<file path="config.mk">
export PLATFORM = sky130hd
export DESIGN_NAME = id_ex_stage
export DESIGN_NICKNAME = d
export VERILOG_FILES = /design/src/rtl/id_ex_stage.sv
export SDC_FILE = /design/constraint.sdc
export NUM_CORES = 1
export LEC_CHECK = 0
export ABC_AREA = 1
export CAP_MARGIN = 10
export CORE_AREA = 2 2 136 138
export DETAILED_ROUTE_END_ITERATION = 7
export DIE_AREA = 0 0 138 140
export PLACE_DENSITY_LB_ADDON = 0.25
export SKIP_LAST_GASP = 1
export SLEW_MARGIN = 40
export SYNTH_ARGS = -nofsm -noshare
export SYNTH_HDL_FRONTEND = slang
export SYNTH_SLANG_ARGS = --single-unit
</file>
<file path="constraint.sdc">
create_clock -name clk -period 2.3 [get_ports clk]
set_input_delay 0.46 -clock clk [delete_from_list [all_inputs] [get_ports clk]]
set_output_delay 0.46 -clock clk [all_outputs]
set_load 0.05 [all_outputs]
</file>
<file path="src/rtl/id_ex_stage.sv">
// id_ex_stage: ID/EX pipeline register for the 5-stage RISC-V core.
// Captures decoded operands and control for EX. On a load-use hazard it
// inserts one bubble and freezes PC and IF/ID. On a taken branch resolved
// in EX it squashes the ID instruction. Results being written back in the
// same cycle are bypassed into the captured operands.
// Optional feature macro: HAZARD_STATS_EN (adds saturating stall/flush counters).
module id_ex_stage #(
    parameter int XLEN   = 32,
    parameter int CTRL_W = 8
) (
    input  logic              clk,
    input  logic              rst,
    input  logic              id_valid,
    input  logic [XLEN-1:0]   id_pc,
    input  logic [XLEN-1:0]   id_rs1_data,
    input  logic [XLEN-1:0]   id_rs2_data,
    input  logic [XLEN-1:0]   id_imm,
    input  logic [4:0]        id_rs1,
    input  logic [4:0]        id_rs2,
    input  logic [4:0]        id_rd,
    input  logic [CTRL_W-1:0] id_ctrl,
    input  logic              ex_flush,
    input  logic              wb_regwrite,
    input  logic [4:0]        wb_rd,
    input  logic [XLEN-1:0]   wb_data,
    output logic              idexe_valid,
    output logic [XLEN-1:0]   idexe_pc,
    output logic [XLEN-1:0]   idexe_rs1_data,
    output logic [XLEN-1:0]   idexe_rs2_data,
    output logic [XLEN-1:0]   idexe_imm,
    output logic [4:0]        idexe_rs1,
    output logic [4:0]        idexe_rs2,
    output logic [4:0]        idexe_rd,
    output logic [CTRL_W-1:0] idexe_ctrl,
    output logic              stall_if_id
`ifdef HAZARD_STATS_EN
    ,
    output logic [31:0]       stall_cnt,
    output logic [31:0]       flush_cnt
`endif
);

    // Bit position of MemRead inside the control bundle.
    localparam int CTRL_MEMREAD = 1;

    logic              hazard_s;
    logic              bubble_s;
    logic              nxt_valid_s;
    logic [XLEN-1:0]   nxt_pc_s;
    logic [XLEN-1:0]   nxt_rs1_data_s;
    logic [XLEN-1:0]   nxt_rs2_data_s;
    logic [XLEN-1:0]   nxt_imm_s;
    logic [4:0]        nxt_rs1_s;
    logic [4:0]        nxt_rs2_s;
    logic [4:0]        nxt_rd_s;
    logic [CTRL_W-1:0] nxt_ctrl_s;

    // Load-use detection: a load in EX whose rd (non-x0) is read by ID.
    always_comb begin
        hazard_s    = 1'b0;
        stall_if_id = 1'b0;
        if (idexe_valid && idexe_ctrl[CTRL_MEMREAD] && (idexe_rd != 5'd0) && id_valid &&
            ((idexe_rd == id_rs1) || (idexe_rd == id_rs2))) begin
            hazard_s = 1'b1;
        end else begin
            hazard_s = 1'b0;
        end
        // A flush squashes ID anyway, so there is nothing to hold; reset also drops the stall.
        if (rst || ex_flush) begin
            stall_if_id = 1'b0;
        end else begin
            stall_if_id = hazard_s;
        end
    end

    // Next-state selection: bubble on flush or hazard, else capture ID with WB bypass.
    always_comb begin
        bubble_s       = ex_flush | hazard_s;
        nxt_valid_s    = 1'b0;
        nxt_pc_s       = {XLEN{1'b0}};
        nxt_rs1_data_s = {XLEN{1'b0}};
        nxt_rs2_data_s = {XLEN{1'b0}};
        nxt_imm_s      = {XLEN{1'b0}};
        nxt_rs1_s      = 5'd0;
        nxt_rs2_s      = 5'd0;
        nxt_rd_s       = 5'd0;
        nxt_ctrl_s     = {CTRL_W{1'b0}};
        if (bubble_s) begin
            nxt_valid_s = 1'b0;
        end else begin
            nxt_valid_s = id_valid;
            nxt_pc_s    = id_pc;
            nxt_imm_s   = id_imm;
            nxt_rs1_s   = id_rs1;
            nxt_rs2_s   = id_rs2;
            nxt_rd_s    = id_rd;
            // An invalid slot must never carry side-effecting control into EX.
            if (id_valid) begin
                nxt_ctrl_s = id_ctrl;
            end else begin
                nxt_ctrl_s = {CTRL_W{1'b0}};
            end
            // The register file is read before WB writes it, so patch in the WB value.
            if (wb_regwrite && (wb_rd != 5'd0) && (wb_rd == id_rs1)) begin
                nxt_rs1_data_s = wb_data;
            end else begin
                nxt_rs1_data_s = id_rs1_data;
            end
            if (wb_regwrite && (wb_rd != 5'd0) && (wb_rd == id_rs2)) begin
                nxt_rs2_data_s = wb_data;
            end else begin
                nxt_rs2_data_s = id_rs2_data;
            end
        end
    end

    // ID/EX pipeline register.
    always_ff @(posedge clk) begin
        if (rst) begin
            idexe_valid    <= 1'b0;
            idexe_pc       <= {XLEN{1'b0}};
            idexe_rs1_data <= {XLEN{1'b0}};
            idexe_rs2_data <= {XLEN{1'b0}};
            idexe_imm      <= {XLEN{1'b0}};
            idexe_rs1      <= 5'd0;
            idexe_rs2      <= 5'd0;
            idexe_rd       <= 5'd0;
            idexe_ctrl     <= {CTRL_W{1'b0}};
        end else begin
            idexe_valid    <= nxt_valid_s;
            idexe_pc       <= nxt_pc_s;
            idexe_rs1_data <= nxt_rs1_data_s;
            idexe_rs2_data <= nxt_rs2_data_s;
            idexe_imm      <= nxt_imm_s;
            idexe_rs1      <= nxt_rs1_s;
            idexe_rs2      <= nxt_rs2_s;
            idexe_rd       <= nxt_rd_s;
            idexe_ctrl     <= nxt_ctrl_s;
        end
    end

`ifdef HAZARD_STATS_EN
    // Saturating event counters for stalls and squashed real instructions.
    always_ff @(posedge clk) begin
        if (rst) begin
            stall_cnt <= 32'd0;
            flush_cnt <= 32'd0;
        end else begin
            if (stall_if_id && (stall_cnt != 32'hFFFF_FFFF)) begin
                stall_cnt <= stall_cnt + 32'd1;
            end
            if (ex_flush && id_valid && (flush_cnt != 32'hFFFF_FFFF)) begin
                flush_cnt <= flush_cnt + 32'd1;
            end
        end
    end
`endif

endmodule

</file>
==> impl_metrics.py, run 1 <==
metrics = {
    "cts": {
        "cts_tree": "yes",
        "cts_root_buf": "clkbuf_16",
        "cts_sinks": 152,
        "cts.htree.levels": 4,
        "clkSlewWorstSetupHoldPaths_ps": 60,
        "cts-buffers-inserted": 17,
        "insertion_delay_ps": 420,
        "ctsHoldBuffers": 0,
        "cts-root-to-sink-buffers": 2,
    },
    "status": {
        "run_status": "finished clean",
    },
    "detailed_routing": {
        "routed_wirelength_microns": 18900,
        "num_vias": 5528,
        "avgViaCountPerCell": 4.06,
        "detail_route.iter0.violations": 185,
        "postRouteAntennaNets": 0,
        "drc_errors": 0,
        "routed_wire_length_per_instance_microns": 13.9,
        "firstDrtPassIters": 4,
    },
    "die": {
        "die-area_sq_um": 19300,
        "core-area_sq_um": 17800,
        "dieHeight_microns": 140,
        "floorplan.initialDensity_pct": 31.1,
        "fp-row-count": 49,
        "die_width_microns": 138,
        "ioPinCount": 346,
    },
    "synth": {
        "synth_seq_cells": 152,
        "synth.area.top_cells": "dfxtp_1, nand2_1, nor2_1",
        "yosysTopAreaCellShare_pct": 55.1,
        "post_synth_inst_count": 760,
        "synth.distinct_cells": 15,
        "syn-cell-area_sq_um": 5520,
        "synth_seq_area_share_pct": 55.1,
        "postSynthNetCount": 953,
        "synthesis.area_per_instance_sq_um": 7.27,
        "post-synth-top-area-cell": "dfxtp_1",
        "yosysWarningCount": 0,
    },
    "power": {
        "power.leakage_nw": 4.87,
        "power.density_nw_per_um2": 692,
        "fin_total_pwr_w": 0.00695,
        "ir_worst_vdd_mv": 0.505,
    },
    "cells_and_area": {
        "multi_input_area_sq_um": 1720,
        "final_layout_size_suffix_gt1_share_pct": 7.15,
        "finish.cell_count_without_fillers": 1362,
        "sequential_cell_area_sq_um": 3050,
        "final_design_area_no_fill_sq_um": 10000,
        "diodes": 0,
        "filler_cell_count": 1693,
        "final_nets": 1313,
        "area_growth_pct": 81.9,
    },
    "placed_design": {
        "routability_driven_placement_congestion_ratio": 0.858,
        "hpwlAfterDp_microns": 14400,
        "dpl_cell_area_sq_um": 9420,
        "io_buffer_count": 345,
        "placed_cells": 1330,
    },
    "setup_path": {
        "timing.reg2reg.worst_path_depth": 11,
        "critPathMaxStageDelay_ps": 460,
        "crit_family": "buffers and inverters",
        "required_ps": 1840,
        "cp.buffers_inverters": 2,
        "worstSetupPathDepth": 7,
        "crit_fanout": 2,
        "crit_arrival_ps": 1760,
        "path_class": "input pin to output pin",
        "worst_setup_path_start_kind": "input pin",
        "cp_cell_sequence": "clkdlybuf4s50_1 > xnor2_2 > nand3_1 > nand2_1 > nand2_1 > nor3_2 > clkbuf_16",
        "critical-path-top-cell-by-count": "nand2_1",
        "timing.critical_path.to_type": "output pin",
        "slowest_stage": "clkdlybuf4s50_1",
    },
    "grt": {
        "grt_first_pass_wirelength_microns": 29800,
        "globalRouteTotalUtil_pct": 19.7,
        "grt_max_degree": 42,
        "grt_antenna_before_repair": 0,
        "grt_overflow": 0,
        "first_global_vias": 5471,
    },
    "sta": {
        "timing.final.hold_violations": 0,
        "rsz0062_at_grt": "false",
        "worst_slew_margin_rel_pct": 61.4,
        "setup_violations": 0,
        "tightestPinTransition_ps": 577,
        "final_min_period_over_clock_period_pct": 96.7,
        "final_clock_skew_ps": 6.54,
        "fmaxAchievable_ghz": 0.450,
        "min_period_ps": 2220,
        "final.hold.worst_slack_ps": 531,
        "totalNegativeSetupSlack_ps": 0,
        "slew_viols_final": 0,
    },
    "hold_path": {
        "min_path_type": "input pin to flop",
        "min_delay_path_depth": 4,
    },
    "run": {
        "max-cap-violations": 0,
    },
}
[cell type report]
type / count / share of cell area, %
timing repair buffer: 374 / 37.5
inverter: 161 / 6.01
multi-input combinational: 414 / 17.1
tap: 229 / 2.85
clock buffer: 17 / 4.23
clock inverter: 15 / 1.82
sequential: 152 / 30.4
[worst min-delay path: cells and delay by family]
family | cells | cell delay, ps
buf+inv | 3 | 420
simple gates | 1 | 30
[final timing paths]
path / startpoint / to / slack (ps)
worst min register to register: idexe_ctrl[1]$_SDFF_PP0_ / idexe_rs2_data[26]$_SDFF_PP0_ / 1080
worst max-delay path: id_rs2[3] / stall_if_id / 80
worst max register to register: idexe_rd[3]$_SDFF_PP0_ / idexe_imm[2]$_SDFF_PP0_ / 620
worst min-delay path: id_rs2[1] / idexe_rs2[1]$_SDFF_PP0_ / 530
[through the flow]
| step | utilization (%) | worst slack [ps] |
|---|---|---|
| after CTS | 56.4 | 6.72 |
| after global routing | 56.5 | 0.357 |
| after detailed placement | 53.0 | -65.7 |
| final | 56.5 | 75.4 |
| after floorplan | - | 20.5 |
| after global placement | 53.0 | -77.8 |
[power breakdown]
part	internal [W]	switching [W]
logic	0.000588	0.000722
registers	0.00274	0.0000304
clock network	0.00164	0.00123
[placed cells by master (no fill, tap or decap), drive strengths merged, types with 3 or more instances in the layout]
| cell type | count |
|---|---|
| buf | 30 |
| clkbuf | 18 |
| clkdlybuf4s50 | 335 |
| clkinvlp | 3 |
| dfxtp | 152 |
| dlygate4sd2 | 8 |
| inv | 169 |
| nand2 | 168 |
| nand3 | 70 |
| nor2 | 165 |
| xnor2 | 4 |
| xor2 | 4 |
[synth_stat cells]
library cell,count
nand2_1,167
nor2_1,163
inv_1,158
dfxtp_1,152
nand3_1,70
buf_2,22
buf_4,8
xnor2_1,4
xor2_1,4
clkbuf_1,3
inv_2,3
nand4_1,2
nor2_2,2
nand2_2,1
nor3_1,1
[state kept, by name (all words and copies together) (netlist names)]
register and flops:
idexe_ctrl 8, idexe_imm 32, idexe_pc 32, idexe_rd 5, idexe_rs1 5, idexe_rs1_data 32, idexe_rs2 5, idexe_rs2_data 32
idexe_valid 1
[metal layers]
metal	vias to the layer above	global-route usage [%]	share of wire, %
li1	2906	-	-
met1	2378	22.7	41
met2	217	33.4	49
met3	27	7.45	7.6
met4	0	7.30	2.4
met5	-	0	0
[what timing repair did]
action	in CTS	in global routing
setup endpoints to repair	1	1
pin swaps	2	3
setup buffers	0	0
gates resized for setup	10	10
[cell families after synthesis]
family | after synthesis | synth area share, %
AND/OR/NAND/NOR | 406 | 29.4
buffers and inverters | 194 | 14.2
flip-flops | 152 | 55.1
XOR/XNOR | 8 | 1.27
(Power assumes the default switching activity.)
==> inputs of run 2 (changes only) <==
- CORE_AREA: 2 2 136 138 -> 2 2 135 137
- DIE_AREA: 0 0 138 140 -> 0 0 137 139
- DONT_BUFFER_PORTS: default -> 1
- SLEW_MARGIN: 40 -> default
==> run 2 against run 1 <==
Setup slack gained 47 ps. First-iteration DRC count grew 13%. Core utilization shrank 20 points. Largest cell class is now sequential cells.
==> impl_metrics.py, run 2 (synthesis results as in run 1) <==
metrics = {
    "grt": {
        "grt_use_met1_pct": 17.6,
        "grt_max_degree": 85,
        "gr-usage-met3_pct": 7.31,
        "grt_busiest_layer": "met2",
        "grt_antenna_before_repair": 0,
        "grt_first_pass_wirelength_microns": 23300,
        "globalRouteTotalUtil_pct": 16.2,
        "grt_overflow": 0,
        "first_global_vias": 4250,
        "met2_usage_pct": 26.9,
    },
    "detailed_routing": {
        "firstDrtPassIters": 4,
        "postRouteAntennaNets": 0,
        "drc_errors": 0,
        "avgViaCountPerCell": 4.28,
        "num_vias": 4307,
        "routed_wirelength_microns": 15900,
        "routed_wire_length_per_instance_microns": 15.8,
        "detail_route.iter0.violations": 209,
    },
    "setup_path": {
        "cp_cell_sequence": "inv_1 > nand2_1 > nand2_1 > nor2_1 > nand3_1 > nand2_2 > nand2_4 > nor3_4 > buf_6",
        "worst_setup_path_start_kind": "flop",
        "required_ps": 1840,
        "critPathMaxStageDelay_ps": 390,
        "slowest_stage": "dfxtp_1",
        "crit_family": "simple AND/OR/NAND/NOR gates",
        "cp.buffers_inverters": 2,
        "crit_arrival_ps": 1720,
        "crit_fanout": 4,
        "critical-path-top-cell-by-count": "nand2_1",
        "timing.critical_path.to_type": "output pin",
        "path_class": "flop to output pin",
    },
    "die": {
        "fp-row-count": 49,
        "die_width_microns": 137,
        "ioPinCount": 346,
        "floorplan.initialDensity_pct": 31.3,
        "core-area_sq_um": 17700,
        "dieHeight_microns": 139,
        "die-area_sq_um": 19000,
    },
    "sta": {
        "fmaxAchievable_ghz": 0.459,
        "final_min_period_over_clock_period_pct": 94.7,
        "tightestPinTransition_ps": 571,
        "final_clock_skew_ps": 10.1,
        "min_period_ps": 2180,
        "worst_slew_margin_rel_pct": 61.9,
        "slew_viols_final": 0,
        "timing.final.hold_violations": 0,
        "final.hold.worst_slack_ps": 134,
        "setup_violations": 0,
    },
    "hold_path": {
        "min_path_type": "input pin to flop",
    },
    "cells_and_area": {
        "final_layout_size_suffix_gt1_share_pct": 8.49,
        "final_nets": 957,
        "diodes": 0,
        "share_of_the_core_filled_with_cells_in_the_final_layout_pct": 36.3,
        "layout_common_cells": "nand2_1, nor2_1, inv_1, dfxtp_1, nand3_1",
        "most_common_cell_after_layout_fill_and_taps_aside": "nand2_1",
        "area_growth_pct": 16.0,
        "filler_cell_count": 1874,
        "finish.cell_count_without_fillers": 1006,
    },
    "status": {
        "run_status": "finished clean",
    },
    "cts": {
        "cts-root-to-sink-buffers": 2,
        "clkSlewWorstSetupHoldPaths_ps": 70,
        "cts_tree": "yes",
        "cts_root_buf": "clkbuf_16",
        "ctsHoldBuffers": 0,
        "insertion_delay_ps": 420,
        "cts.htree.levels": 4,
        "cts-buffers-inserted": 17,
        "cts_sinks": 152,
    },
    "placed_design": {
        "placed_cells": 974,
        "io_buffer_count": 0,
        "hpwlAfterDp_microns": 11700,
        "routability_driven_placement_congestion_ratio": 0.821,
    },
    "power": {
        "ir_worst_vdd_mv": 0.484,
        "power.leakage_nw": 3.50,
        "power.density_nw_per_um2": 969,
    },
    "run": {
        "max-cap-violations": 0,
    },
}
==> run 2: changes by cell type in the layout (fill, tap and decap cells not counted), sizes merged <==
cell / before / now
dlygate4sd2: 8 / 0
buf: 30 / 18
bufinv: 2 / 0
inv: 169 / 170
clkinv: 2 / 5
clkdlybuf4s50: 335 / 0
clkinvlp: 3 / 1
clkbuf: 18 / 17
==> run 2: path summary, 6_finish.rpt <==
path | startpoint | endpoint | slack, ps | cells after the start
setup / recovery | idexe_rd[2]$_SDFF_PP0_ | stall_if_id | 120 | 9
hold / removal | id_rd[3] | idexe_rd[3]$_SDFF_PP0_ | 130 | 2
setup reg to reg | idexe_rd[2]$_SDFF_PP0_ | idexe_rs1_data[5]$_SDFF_PP0_ | 700 | 10
hold reg to reg | idexe_valid$_SDFF_PP0_ | idexe_valid$_SDFF_PP0_ | 960 | 5
==> run 2: through the flow <==
stage	setup slack [ps]	TNS [ps]	total power, W	area, sq um
floorplan	20.5	0	0.00347	5530
global placement	481	0	0.00358	5800
detailed placement	472	0	0.00358	5800
CTS	32.1	0	0.00630	6380
global route	-7.62	-7.62	0.00647	6410
finish	123	0	0.00621	6410
==> run 2: repair_timing <==
action                                  4_1_cts  5_1_grt
endpoints found under the setup margin        0        1
gates resized for setup                       0       11
buffers inserted                              0        0
==> run 2: layout make-up <==
class	instances	area, sq um	area share, %
flip-flops and latches	152	3050	47.6
multi-input cells	414	1730	27.0
inverters	161	604	9.43
clock buffers	17	425	6.64
well taps	229	287	4.47
repair buffers	18	164	2.56
clock inverters	15	150	2.34
==> run 2: worst reg2reg max path, delay by kind of cell (launching register included) <==
| kind | cells | cell delay [ps] |
|---|---|---|
| flip-flops | 1 | 390 |
| AND/OR/NAND/NOR | 8 | 710 |
| buffers and inverters | 2 | 370 |
==> run 2: report_power, final <==
part | internal [W] | switching (W)
Combinational | 0.000119 | 0.000241
Clock | 0.00145 | 0.00126
Sequential | 0.00274 | 0.000413
==> run 2: per-layer routing <==
layer  part of all wire [%]  wire length (microns)  vias up
li1                       -                      -     2189
met1                     39                   6170     1858
met2                     48                   7640      225
met3                     10                   1630       35
met4                    2.9                    458        0
met5                      0                      0        -
